[src/rtl/reg_wb_scoreboard_if.sv]
// Bundle of signals between the pipeline and the writeback scoreboard:
// ALU result, long-latency issue/result handshake, decode sources, and the
// registered register-file write port.
`ifndef REG_ADDR_WIDTH
`define REG_ADDR_WIDTH 5
`endif
`ifndef CPU_WIDTH
`define CPU_WIDTH 32
`endif

interface reg_wb_scoreboard_if;
  logic                       ex_reg_wr_en_i;
  logic [`REG_ADDR_WIDTH-1:0] ex_reg_wr_adder_i;
  logic [`CPU_WIDTH-1:0]      ex_reg_wr_data_i;

  logic                       ll_issue_en_i;
  logic [`REG_ADDR_WIDTH-1:0] ll_issue_adder_i;

  logic                       ll_valid_i;
  logic [`REG_ADDR_WIDTH-1:0] ll_adder_i;
  logic [`CPU_WIDTH-1:0]      ll_data_i;
  logic                       ll_ready_o;

  logic [`REG_ADDR_WIDTH-1:0] reg1_rd_adder_i;
  logic [`REG_ADDR_WIDTH-1:0] reg2_rd_adder_i;
  logic [`REG_ADDR_WIDTH-1:0] id_rd_adder_i;
  logic                       hazard_stall_o;

  logic                       wb_reg_wr_en_o;
  logic [`REG_ADDR_WIDTH-1:0] wb_reg_wr_adder_o;
  logic [`CPU_WIDTH-1:0]      wb_reg_wr_data_o;

  modport slave (
    input  ex_reg_wr_en_i, ex_reg_wr_adder_i, ex_reg_wr_data_i,
    input  ll_issue_en_i, ll_issue_adder_i,
    input  ll_valid_i, ll_adder_i, ll_data_i,
    output ll_ready_o,
    input  reg1_rd_adder_i, reg2_rd_adder_i, id_rd_adder_i,
    output hazard_stall_o,
    output wb_reg_wr_en_o, wb_reg_wr_adder_o, wb_reg_wr_data_o
  );

  modport master (
    output ex_reg_wr_en_i, ex_reg_wr_adder_i, ex_reg_wr_data_i,
    output ll_issue_en_i, ll_issue_adder_i,
    output ll_valid_i, ll_adder_i, ll_data_i,
    input  ll_ready_o,
    output reg1_rd_adder_i, reg2_rd_adder_i, id_rd_adder_i,
    input  hazard_stall_o,
    input  wb_reg_wr_en_o, wb_reg_wr_adder_o, wb_reg_wr_data_o
  );
endinterface

[src/rtl/reg_wb_scoreboard.sv]
// Writeback arbiter and register scoreboard. Single-cycle ALU results always
// win the register-file write port; long-latency results (div/load) are
// buffered in a small FIFO or bypassed straight through when the port is
// free. A busy bitmap tracks registers with an outstanding long-latency
// write and stalls decode until that write reaches the wb_* registers.
`ifndef REG_ADDR_WIDTH
`define REG_ADDR_WIDTH 5
`endif
`ifndef CPU_WIDTH
`define CPU_WIDTH 32
`endif

module reg_wb_scoreboard #(
  parameter int LL_FIFO_DEPTH = 2
) (
  input logic                clk,
  input logic                rst_n,
  reg_wb_scoreboard_if.slave bus
);
  localparam int AW   = `REG_ADDR_WIDTH;
  localparam int DW   = `CPU_WIDTH;
  localparam int NREG = 1 << AW;
  localparam int PW   = $clog2(LL_FIFO_DEPTH);
  localparam int CW   = $clog2(LL_FIFO_DEPTH + 1);

  logic [NREG-1:0] busy;
  logic [NREG-1:0] set_mask;
  logic [NREG-1:0] clr_mask;

  logic [AW-1:0] fifo_addr [LL_FIFO_DEPTH];
  logic [DW-1:0] fifo_data [LL_FIFO_DEPTH];
  logic [PW-1:0] wr_ptr;
  logic [PW-1:0] rd_ptr;
  logic [CW-1:0] count;

  logic          wb_en;
  logic [AW-1:0] wb_addr;
  logic [DW-1:0] wb_data;

  logic ll_ready;
  logic ll_xfer;
  logic ll_keep;
  logic alu_win;
  logic fifo_win;
  logic bypass_win;
  logic push;
  logic pop;

  // Ready depends on occupancy only, so upstream never sees a comb loop.
  assign ll_ready   = (count < CW'(LL_FIFO_DEPTH));
  assign ll_xfer    = bus.ll_valid_i && ll_ready;
  // Results aimed at x0 are accepted and dropped on the floor.
  assign ll_keep    = ll_xfer && (bus.ll_adder_i != '0);
  assign alu_win    = bus.ex_reg_wr_en_i && (bus.ex_reg_wr_adder_i != '0);
  assign fifo_win   = !alu_win && (count != '0);
  assign bypass_win = !alu_win && (count == '0) && ll_keep;
  assign push       = ll_keep && !bypass_win;
  assign pop        = fifo_win;

  // Busy set/clear masks; OR-ing the set mask after the clear makes set win.
  always_comb begin
    set_mask = '0;
    clr_mask = '0;
    if (bus.ll_issue_en_i && (bus.ll_issue_adder_i != '0))
      set_mask[bus.ll_issue_adder_i] = 1'b1;
    if (fifo_win)
      clr_mask[fifo_addr[rd_ptr]] = 1'b1;
    else if (bypass_win)
      clr_mask[bus.ll_adder_i] = 1'b1;
  end

  // Busy bitmap; x0 is never tracked.
  always_ff @(posedge clk or negedge rst_n) begin
    if (!rst_n)
      busy <= '0;
    else
      busy <= ((busy & ~clr_mask) | set_mask) & ~NREG'(1);
  end

  // FIFO storage; contents are don't-care until written, so no reset needed.
  always_ff @(posedge clk) begin
    if (push) begin
      fifo_addr[wr_ptr] <= bus.ll_adder_i;
      fifo_data[wr_ptr] <= bus.ll_data_i;
    end
  end

  // FIFO pointers and occupancy; depth is a power of two so pointers wrap.
  always_ff @(posedge clk or negedge rst_n) begin
    if (!rst_n) begin
      wr_ptr <= '0;
      rd_ptr <= '0;
      count  <= '0;
    end else begin
      if (push) wr_ptr <= wr_ptr + PW'(1);
      if (pop)  rd_ptr <= rd_ptr + PW'(1);
      count <= count + CW'(push) - CW'(pop);
    end
  end

  // Registered write port: ALU, then FIFO head, then bypass; address and
  // data hold their last values on idle cycles.
  always_ff @(posedge clk or negedge rst_n) begin
    if (!rst_n) begin
      wb_en   <= 1'b0;
      wb_addr <= '0;
      wb_data <= '0;
    end else if (alu_win) begin
      wb_en   <= 1'b1;
      wb_addr <= bus.ex_reg_wr_adder_i;
      wb_data <= bus.ex_reg_wr_data_i;
    end else if (fifo_win) begin
      wb_en   <= 1'b1;
      wb_addr <= fifo_addr[rd_ptr];
      wb_data <= fifo_data[rd_ptr];
    end else if (bypass_win) begin
      wb_en   <= 1'b1;
      wb_addr <= bus.ll_adder_i;
      wb_data <= bus.ll_data_i;
    end else begin
      wb_en   <= 1'b0;
    end
  end

  assign bus.ll_ready_o        = ll_ready;
  assign bus.wb_reg_wr_en_o    = wb_en;
  assign bus.wb_reg_wr_adder_o = wb_addr;
  assign bus.wb_reg_wr_data_o  = wb_data;

  // Once busy clears, the forwarding path supplies the value from wb_*.
  assign bus.hazard_stall_o =
      ((bus.reg1_rd_adder_i != '0) && busy[bus.reg1_rd_adder_i]) ||
      ((bus.reg2_rd_adder_i != '0) && busy[bus.reg2_rd_adder_i]) ||
      ((bus.id_rd_adder_i   != '0) && busy[bus.id_rd_adder_i]);

endmodule

[src/flat_wrapper.sv]
// flat-port wrapper written by rule: the top's interface ports become plain ports
module reg_wb_scoreboard_flat 
#(
  parameter int LL_FIFO_DEPTH = 2
)
  (clk, rst_n, bus_ex_reg_wr_en_i, bus_ex_reg_wr_adder_i, bus_ex_reg_wr_data_i, bus_ll_issue_en_i, bus_ll_issue_adder_i, bus_ll_valid_i, bus_ll_adder_i, bus_ll_data_i, bus_ll_ready_o, bus_reg1_rd_adder_i, bus_reg2_rd_adder_i, bus_id_rd_adder_i, bus_hazard_stall_o, bus_wb_reg_wr_en_o, bus_wb_reg_wr_adder_o, bus_wb_reg_wr_data_o);
  reg_wb_scoreboard_if bus_i ();
  input logic clk;
  input logic rst_n;
  input wire logic [$bits(bus_i.ex_reg_wr_en_i)-1:0] bus_ex_reg_wr_en_i;
  input wire logic [$bits(bus_i.ex_reg_wr_adder_i)-1:0] bus_ex_reg_wr_adder_i;
  input wire logic [$bits(bus_i.ex_reg_wr_data_i)-1:0] bus_ex_reg_wr_data_i;
  input wire logic [$bits(bus_i.ll_issue_en_i)-1:0] bus_ll_issue_en_i;
  input wire logic [$bits(bus_i.ll_issue_adder_i)-1:0] bus_ll_issue_adder_i;
  input wire logic [$bits(bus_i.ll_valid_i)-1:0] bus_ll_valid_i;
  input wire logic [$bits(bus_i.ll_adder_i)-1:0] bus_ll_adder_i;
  input wire logic [$bits(bus_i.ll_data_i)-1:0] bus_ll_data_i;
  output wire logic [$bits(bus_i.ll_ready_o)-1:0] bus_ll_ready_o;
  input wire logic [$bits(bus_i.reg1_rd_adder_i)-1:0] bus_reg1_rd_adder_i;
  input wire logic [$bits(bus_i.reg2_rd_adder_i)-1:0] bus_reg2_rd_adder_i;
  input wire logic [$bits(bus_i.id_rd_adder_i)-1:0] bus_id_rd_adder_i;
  output wire logic [$bits(bus_i.hazard_stall_o)-1:0] bus_hazard_stall_o;
  output wire logic [$bits(bus_i.wb_reg_wr_en_o)-1:0] bus_wb_reg_wr_en_o;
  output wire logic [$bits(bus_i.wb_reg_wr_adder_o)-1:0] bus_wb_reg_wr_adder_o;
  output wire logic [$bits(bus_i.wb_reg_wr_data_o)-1:0] bus_wb_reg_wr_data_o;
  assign bus_i.ex_reg_wr_en_i = bus_ex_reg_wr_en_i;
  assign bus_i.ex_reg_wr_adder_i = bus_ex_reg_wr_adder_i;
  assign bus_i.ex_reg_wr_data_i = bus_ex_reg_wr_data_i;
  assign bus_i.ll_issue_en_i = bus_ll_issue_en_i;
  assign bus_i.ll_issue_adder_i = bus_ll_issue_adder_i;
  assign bus_i.ll_valid_i = bus_ll_valid_i;
  assign bus_i.ll_adder_i = bus_ll_adder_i;
  assign bus_i.ll_data_i = bus_ll_data_i;
  assign bus_ll_ready_o = bus_i.ll_ready_o;
  assign bus_i.reg1_rd_adder_i = bus_reg1_rd_adder_i;
  assign bus_i.reg2_rd_adder_i = bus_reg2_rd_adder_i;
  assign bus_i.id_rd_adder_i = bus_id_rd_adder_i;
  assign bus_hazard_stall_o = bus_i.hazard_stall_o;
  assign bus_wb_reg_wr_en_o = bus_i.wb_reg_wr_en_o;
  assign bus_wb_reg_wr_adder_o = bus_i.wb_reg_wr_adder_o;
  assign bus_wb_reg_wr_data_o = bus_i.wb_reg_wr_data_o;
  reg_wb_scoreboard #(.LL_FIFO_DEPTH(LL_FIFO_DEPTH)) u_core (.clk(clk), .rst_n(rst_n), .bus(bus_i));
endmodule
[config.mk]
export PLATFORM = sky130hd
export DESIGN_NAME = reg_wb_scoreboard_flat
export DESIGN_NICKNAME = d
export VERILOG_FILES = /design/src/rtl/reg_wb_scoreboard_if.sv /design/src/rtl/reg_wb_scoreboard.sv /design/src/flat_wrapper.sv
export SDC_FILE = /design/constraint.sdc
export NUM_CORES = 1
export LEC_CHECK = 0
export ABC_AREA = 1
export CORE_UTILIZATION = 30
export CTS_BUF_LIST = sky130_fd_sc_hd__clkbuf_8
export DETAILED_ROUTE_END_ITERATION = 12
export SLEW_MARGIN = 40
export SYNTH_ARGS = -nofsm -noshare
export SYNTH_HDL_FRONTEND = slang
export SYNTH_SLANG_ARGS = --single-unit
[constraint.sdc]
create_clock -name clk -period 5.56 [get_ports clk]
set_clock_uncertainty 0.2 [all_clocks]
set_input_delay 1.668 -clock clk [delete_from_list [all_inputs] [get_ports clk]]
set_output_delay 1.668 -clock clk [all_outputs]
set_load 0.02 [all_outputs]
[Word level (Yosys, flattened, before mapping)]
Memories as Yosys holds them, arrays and structs flattened.
Cells that the tools add are included.
Cells by class
  add/subtract/negate cells: 4
  magnitude comparators: 10
  mux-type cells: 26
  bitwise operators: 3
  reductions and logical operators: 27
Operators with widths (number)
  two-way mux 32 bit: 6
  < comparator 5 x 6 -> 1 bit, second input constant: 6
  bitwise AND 32 bit: 1
  inverter 32 bit: 1
  OR 32 bit: 1
  nonzero test 5 bit: 6
  binary-select mux 1 bit (select 5 bit): 3
  demux 1 bit (select 5 bit): 3
  >= comparator 5 x 1 -> 1 bit, second input constant: 3
  two-way mux 5 bit: 3
  logical AND 1 bit: 14
  two-way mux 1 bit: 11
  nonzero test 3 bit: 1
  adder 1 bit, second input constant: 2
  adder 2 x 1 -> 2 bit: 1
  zero test 1 bit: 2
  zero test 2 bit: 1
  logical OR 1 bit: 2
  < comparator 2 bit, second input constant: 1
  nonzero test 2 bit: 1
  subtractor 2 x 1 -> 2 bit: 1
Word-level totals
  register bits after elaboration: 73
  memory bits (writable): 74
  input bits: 99
  output and inout bits: 40
  logic and storage cells: 79
  memories kept: 2
Memory list
  u_core.fifo_data: words 2, bits a word 32, rd ports 1, clocked after memory_dff 0, wr ports 1, line reg_wb_scoreboard.sv:31  | logic [DW-1:0] fifo_data [LL_FIFO_DEPTH];
  u_core.fifo_addr: words 2, bits a word 5, rd ports 1, clocked after memory_dff 0, wr ports 1, line reg_wb_scoreboard.sv:30  | logic [AW-1:0] fifo_addr [LL_FIFO_DEPTH];

[Longest topological paths before layout]
  word-level depth: 10
  mapped depth: 14
  mapped depth without buffers: 13

[Least setup slack after synthesis]
Ideal clock, no wire load.
  path kind: input to output
  start point: input bus_reg1_rd_adder_i[0]
  end point: output bus_hazard_stall_o
  arrival time: 2.746 ns
  required time: 3.692 ns
  setup slack: 0.946 ns
  cell stages on the path: 9
  path buffers: 1
  path through: clkbuf_1 -> inv_1 -> nor2_1 -> nand2_1 -> nand3_1 -> nand3b_1 -> a21oi_1 -> nor2_1 -> nand2_1
Between the ends
  longest elaborated chain between the ends: 5
  elaborated cells between the ends (all ways): 6
  classes of those cells: mux: 2; reduce/logical: 4
RTL lines
  start, declared: line flat_wrapper.sv:19  | input wire logic [$bits(bus_i.reg1_rd_adder_i)-1:0] bus_reg1_rd_adder_i;
  binary-select mux 1 bit (select 5 bit): line reg_wb_scoreboard.sv:132  | ((bus.reg1_rd_adder_i != '0) && busy[bus.reg1_rd_adder_i]) ||
  two-way mux 1 bit (not written as such): line reg_wb_scoreboard.sv:132
  logical AND 1 bit *: line reg_wb_scoreboard.sv:132
  logical OR 1 bit *: line reg_wb_scoreboard.sv:132
  logical OR 1 bit *: line reg_wb_scoreboard.sv:133  | ((bus.reg2_rd_adder_i != '0) && busy[bus.reg2_rd_adder_i]) ||
  end, declared: line flat_wrapper.sv:22  | output wire logic [$bits(bus_i.hazard_stall_o)-1:0] bus_hazard_stall_o;
Every way passes the cells marked *; elsewhere a longest branch is shown, timed or not. The select of a mux whose other input is x is not followed.

[Worst setup path in the final report]
Same ends and word-level chain as after synthesis.

==> out/metrics.cfg <==
[power]
leakage_nw = 4.23
clock_power_share_pct = 18.9
power_density_mw_per_mm2 = 443
power_switching_share_pct = 41.3
ir_drop_v = 0.000200
power.switching_mw = 1.81
power.total_mw = 4.38
p_seq_share_pct = 39.7
comb_power_share_pct = 41.4
internal_power_mw = 2.57

[setup_path]
rrSetupSlack_ns = 3.00
critPathMaxStageDelay_ns = 0.53
rr_worst_depth = 7
crit_start = bus_reg1_rd_adder_i[0]
path_delay_family = buffers and inverters
crit_path_top_delay_cell = clkdlybuf4s50_1
critPathArrivalTime_ns = 3.29
cpMostUsedCell = nand3_1
end_kind = output pin
cp.depth = 11
crit_type = in2out
crit_chain = clkdlybuf4s50_1, inv_1, buf_4, nand2_1, nand3_1, nand3_1, nand3_1, a21oi_1, nor2_1, nand2_1, dlymetal6s2s_1
r2r_start = u_core.rd_ptr
cp-start-kind = primary input
cp-endpoint = bus_hazard_stall_o
critical_path_buf_inv_count = 4
cp.required_ns = 3.69
cp_max_fo = 6
r2r-end = u_core.busy[25]

[clock_network]
clk_pin_slew_worst_paths_ns = 0.09
cts_setup_buffers = 0
cts_tree = built
htreeDepth = 4
cts_buffers = 17
clock_path_buffers = 2
cts.sinks = 147
cts_hold_buffers = 0
cts_root_buf = clkbuf_8
clock_latency_ns = 0.46

[placement]
portBuffers = 138
globalplace.congestion = 0.897
pre_cts_slack_ns = -0.0100
hpwl_microns = 16700
placed_cell_area_sq_mm = 0.00948

[final_layout]
syn_to_final_growth_pct = 28.3
final_cell_mix = 326 x nand2_1, 135 x clkdlybuf4s50_1, 126 x nand3_1
mostFrequentLayoutCell = nand2_1
drive_above_1_share_pct = 6.68
layout.nets = 1196
antennaDiodeCount = 0
postLayoutCellArea_sq_mm = 0.00989

[yosys]
synth_sequential_area_ratio_pct = 52.5
synth_cell_types = 35
syn_area_per_cell_sq_um = 8.03
synth_area_sq_mm = 0.00771
synth_warnings = 0
synth_cells = 960
ys_ff_latch = 147
syn_nets = 1061

[die]
dieArea_sq_mm = 0.0263
start_util_pct = 30.6
core-area_sq_mm = 0.0252
boundaryPins = 139
die_h_microns = 162
die_x_microns = 162
fp-row-count = 58

[routing]
firstDrtPassIters = 5
drt_wl_total_microns = 23900
drt-initial-drc-count = 554
via_per_inst = 4.85
wl_per_cell_microns = 16.6
drc = 0
ant_nets = 0
dr_total_vias = 6968

[grt]
grt_pass1_wl_microns = 37500
grt_max_degree = 74
grt.overflow.total = 0
grt_pass1_vias = 6971
grt_use_total_pct = 18.7
antenna_found_initial = 0

[sta]
maxSlewViolCount = 0
rsz0062_at_grt = no
totalNegativeSetupSlack_ns = 0
finalCritPeriodShare_pct = 92.9
setup_ws_ns = 0.397
finalCriticalPeriod_ns = 5.16
holdWs_ns = 0.288
hold_viol = 0
max-slew-margin-rel_pct = 49.6
setup_viol = 0
tightest_slew_ns = 0.757
fmax_ghz = 0.194

[hold_path]
holdCritPathClass = reg2reg
holdPathStages = 2

[run]
drv_cap = 0

[run_status]
status = finished, final reports clean

stage by stage:
step,utilization [%],cells
floorplan,-,960
global placement,37.6,1405
detailed placement,37.6,1405
CTS,39.2,1437
global route,39.3,1438
finish,39.3,1438
routing by layer:
metal	wire length, microns	global-route usage [%]
met5	0	0
met3	1420	4.11
met1	10700	24.7
met2	11100	29.6
met4	663	7.76
cell usage after synthesis (all sizes together):
cell,instances,area [sq um]
nand2,328,1250
nand4,4,25.0
a31oi,5,31.3
or2,3,18.8
clkbuf,16,60.1
clkinv,1,3.75
edfxtp,74,2220
inv,76,288
o211ai,3,22.5
nand3,126,631
buf,24,148
o31ai,1,7.51
xnor2,2,17.5
nand3b,2,15.0
nor3,9,56.3
o21bai,1,7.51
a21oi,43,215
ha,2,25.0
xor2,1,8.76
o22ai,1,6.26
dfrtp,73,1830
nor2,72,345
o21ai,92,472
o221ai,1,8.76
cells by family (layout without fill, tap and decap cells):
group | after synthesis | in the layout | share of synthesized area, %
and+or+nand+nor | 544 | 544 | 30.3
AOI/OAI and AO/OA | 147 | 147 | 10.0
DFF | 147 | 147 | 52.5
buffers and inverters | 117 | 265 | 6.48
xor gates and xnor gates | 3 | 3 | 0.341
adders and majority gates | 2 | 2 | 0.325
flip-flops by register name (all words and copies together) (netlist names):
register,flops
u_core.bus.wb_reg_wr_data_o,32
u_core.count,2
u_core.wr_ptr,1
u_core.fifo_addr,10
u_core.fifo_data,64
u_core.rd_ptr,1
u_core.busy,31
u_core.bus.wb_reg_wr_adder_o,5
u_core.bus.wb_reg_wr_en_o,1
tightest hold or removal path: stages, from the launching register on:
cell and delay [ns]:
dfrtp_1 0.35, nand2_1 0.05, nand2_1 0.05
final cells by class:
class,instances,area [sq um]
Tap cell,330,413
Clock buffer,18,248
Inverter,77,295
Clock inverter,14,138
Multi-Input combinational cell,696,3180
Fill cell,2562,15300
Sequential cell,147,4050
Timing Repair Buffer,155,1560
Timing Repair inverter,1,7.51
worst min-delay path by stage:
stage                                            endpoint                            start  slack (ns)
after floorplan                            u_core.busy[3]                   u_core.busy[3]        0.27
after global placement    u_core.bus.wb_reg_wr_adder_o[3]  u_core.bus.wb_reg_wr_adder_o[3]        0.27
after detailed placement  u_core.bus.wb_reg_wr_data_o[14]  u_core.bus.wb_reg_wr_data_o[14]        0.26
after CTS                  u_core.bus.wb_reg_wr_data_o[1]   u_core.bus.wb_reg_wr_data_o[1]        0.29
after global routing      u_core.bus.wb_reg_wr_data_o[10]  u_core.bus.wb_reg_wr_data_o[10]        0.32
final                      u_core.bus.wb_reg_wr_data_o[7]   u_core.bus.wb_reg_wr_data_o[7]        0.29
power by group through the flow:
stage,sequential (mW),combinational [mW],clock (mW)
floorplan,1.83,0.959,0
finish,1.74,1.81,0.828
global route,1.77,2.02,0.893
CTS,1.74,1.83,0.841
detailed placement,1.75,1.82,0
global placement,1.75,1.80,0
timing repair:
| action | 4_1_cts | 5_1_grt |
|---|---|---|
| resized for setup | 2 | 6 |
| hold endpoints to repair | 0 | 0 |
| setup endpoints to repair | 1 | 1 |
| gates cloned | 0 | 1 |
(Power assumes the default switching activity.)
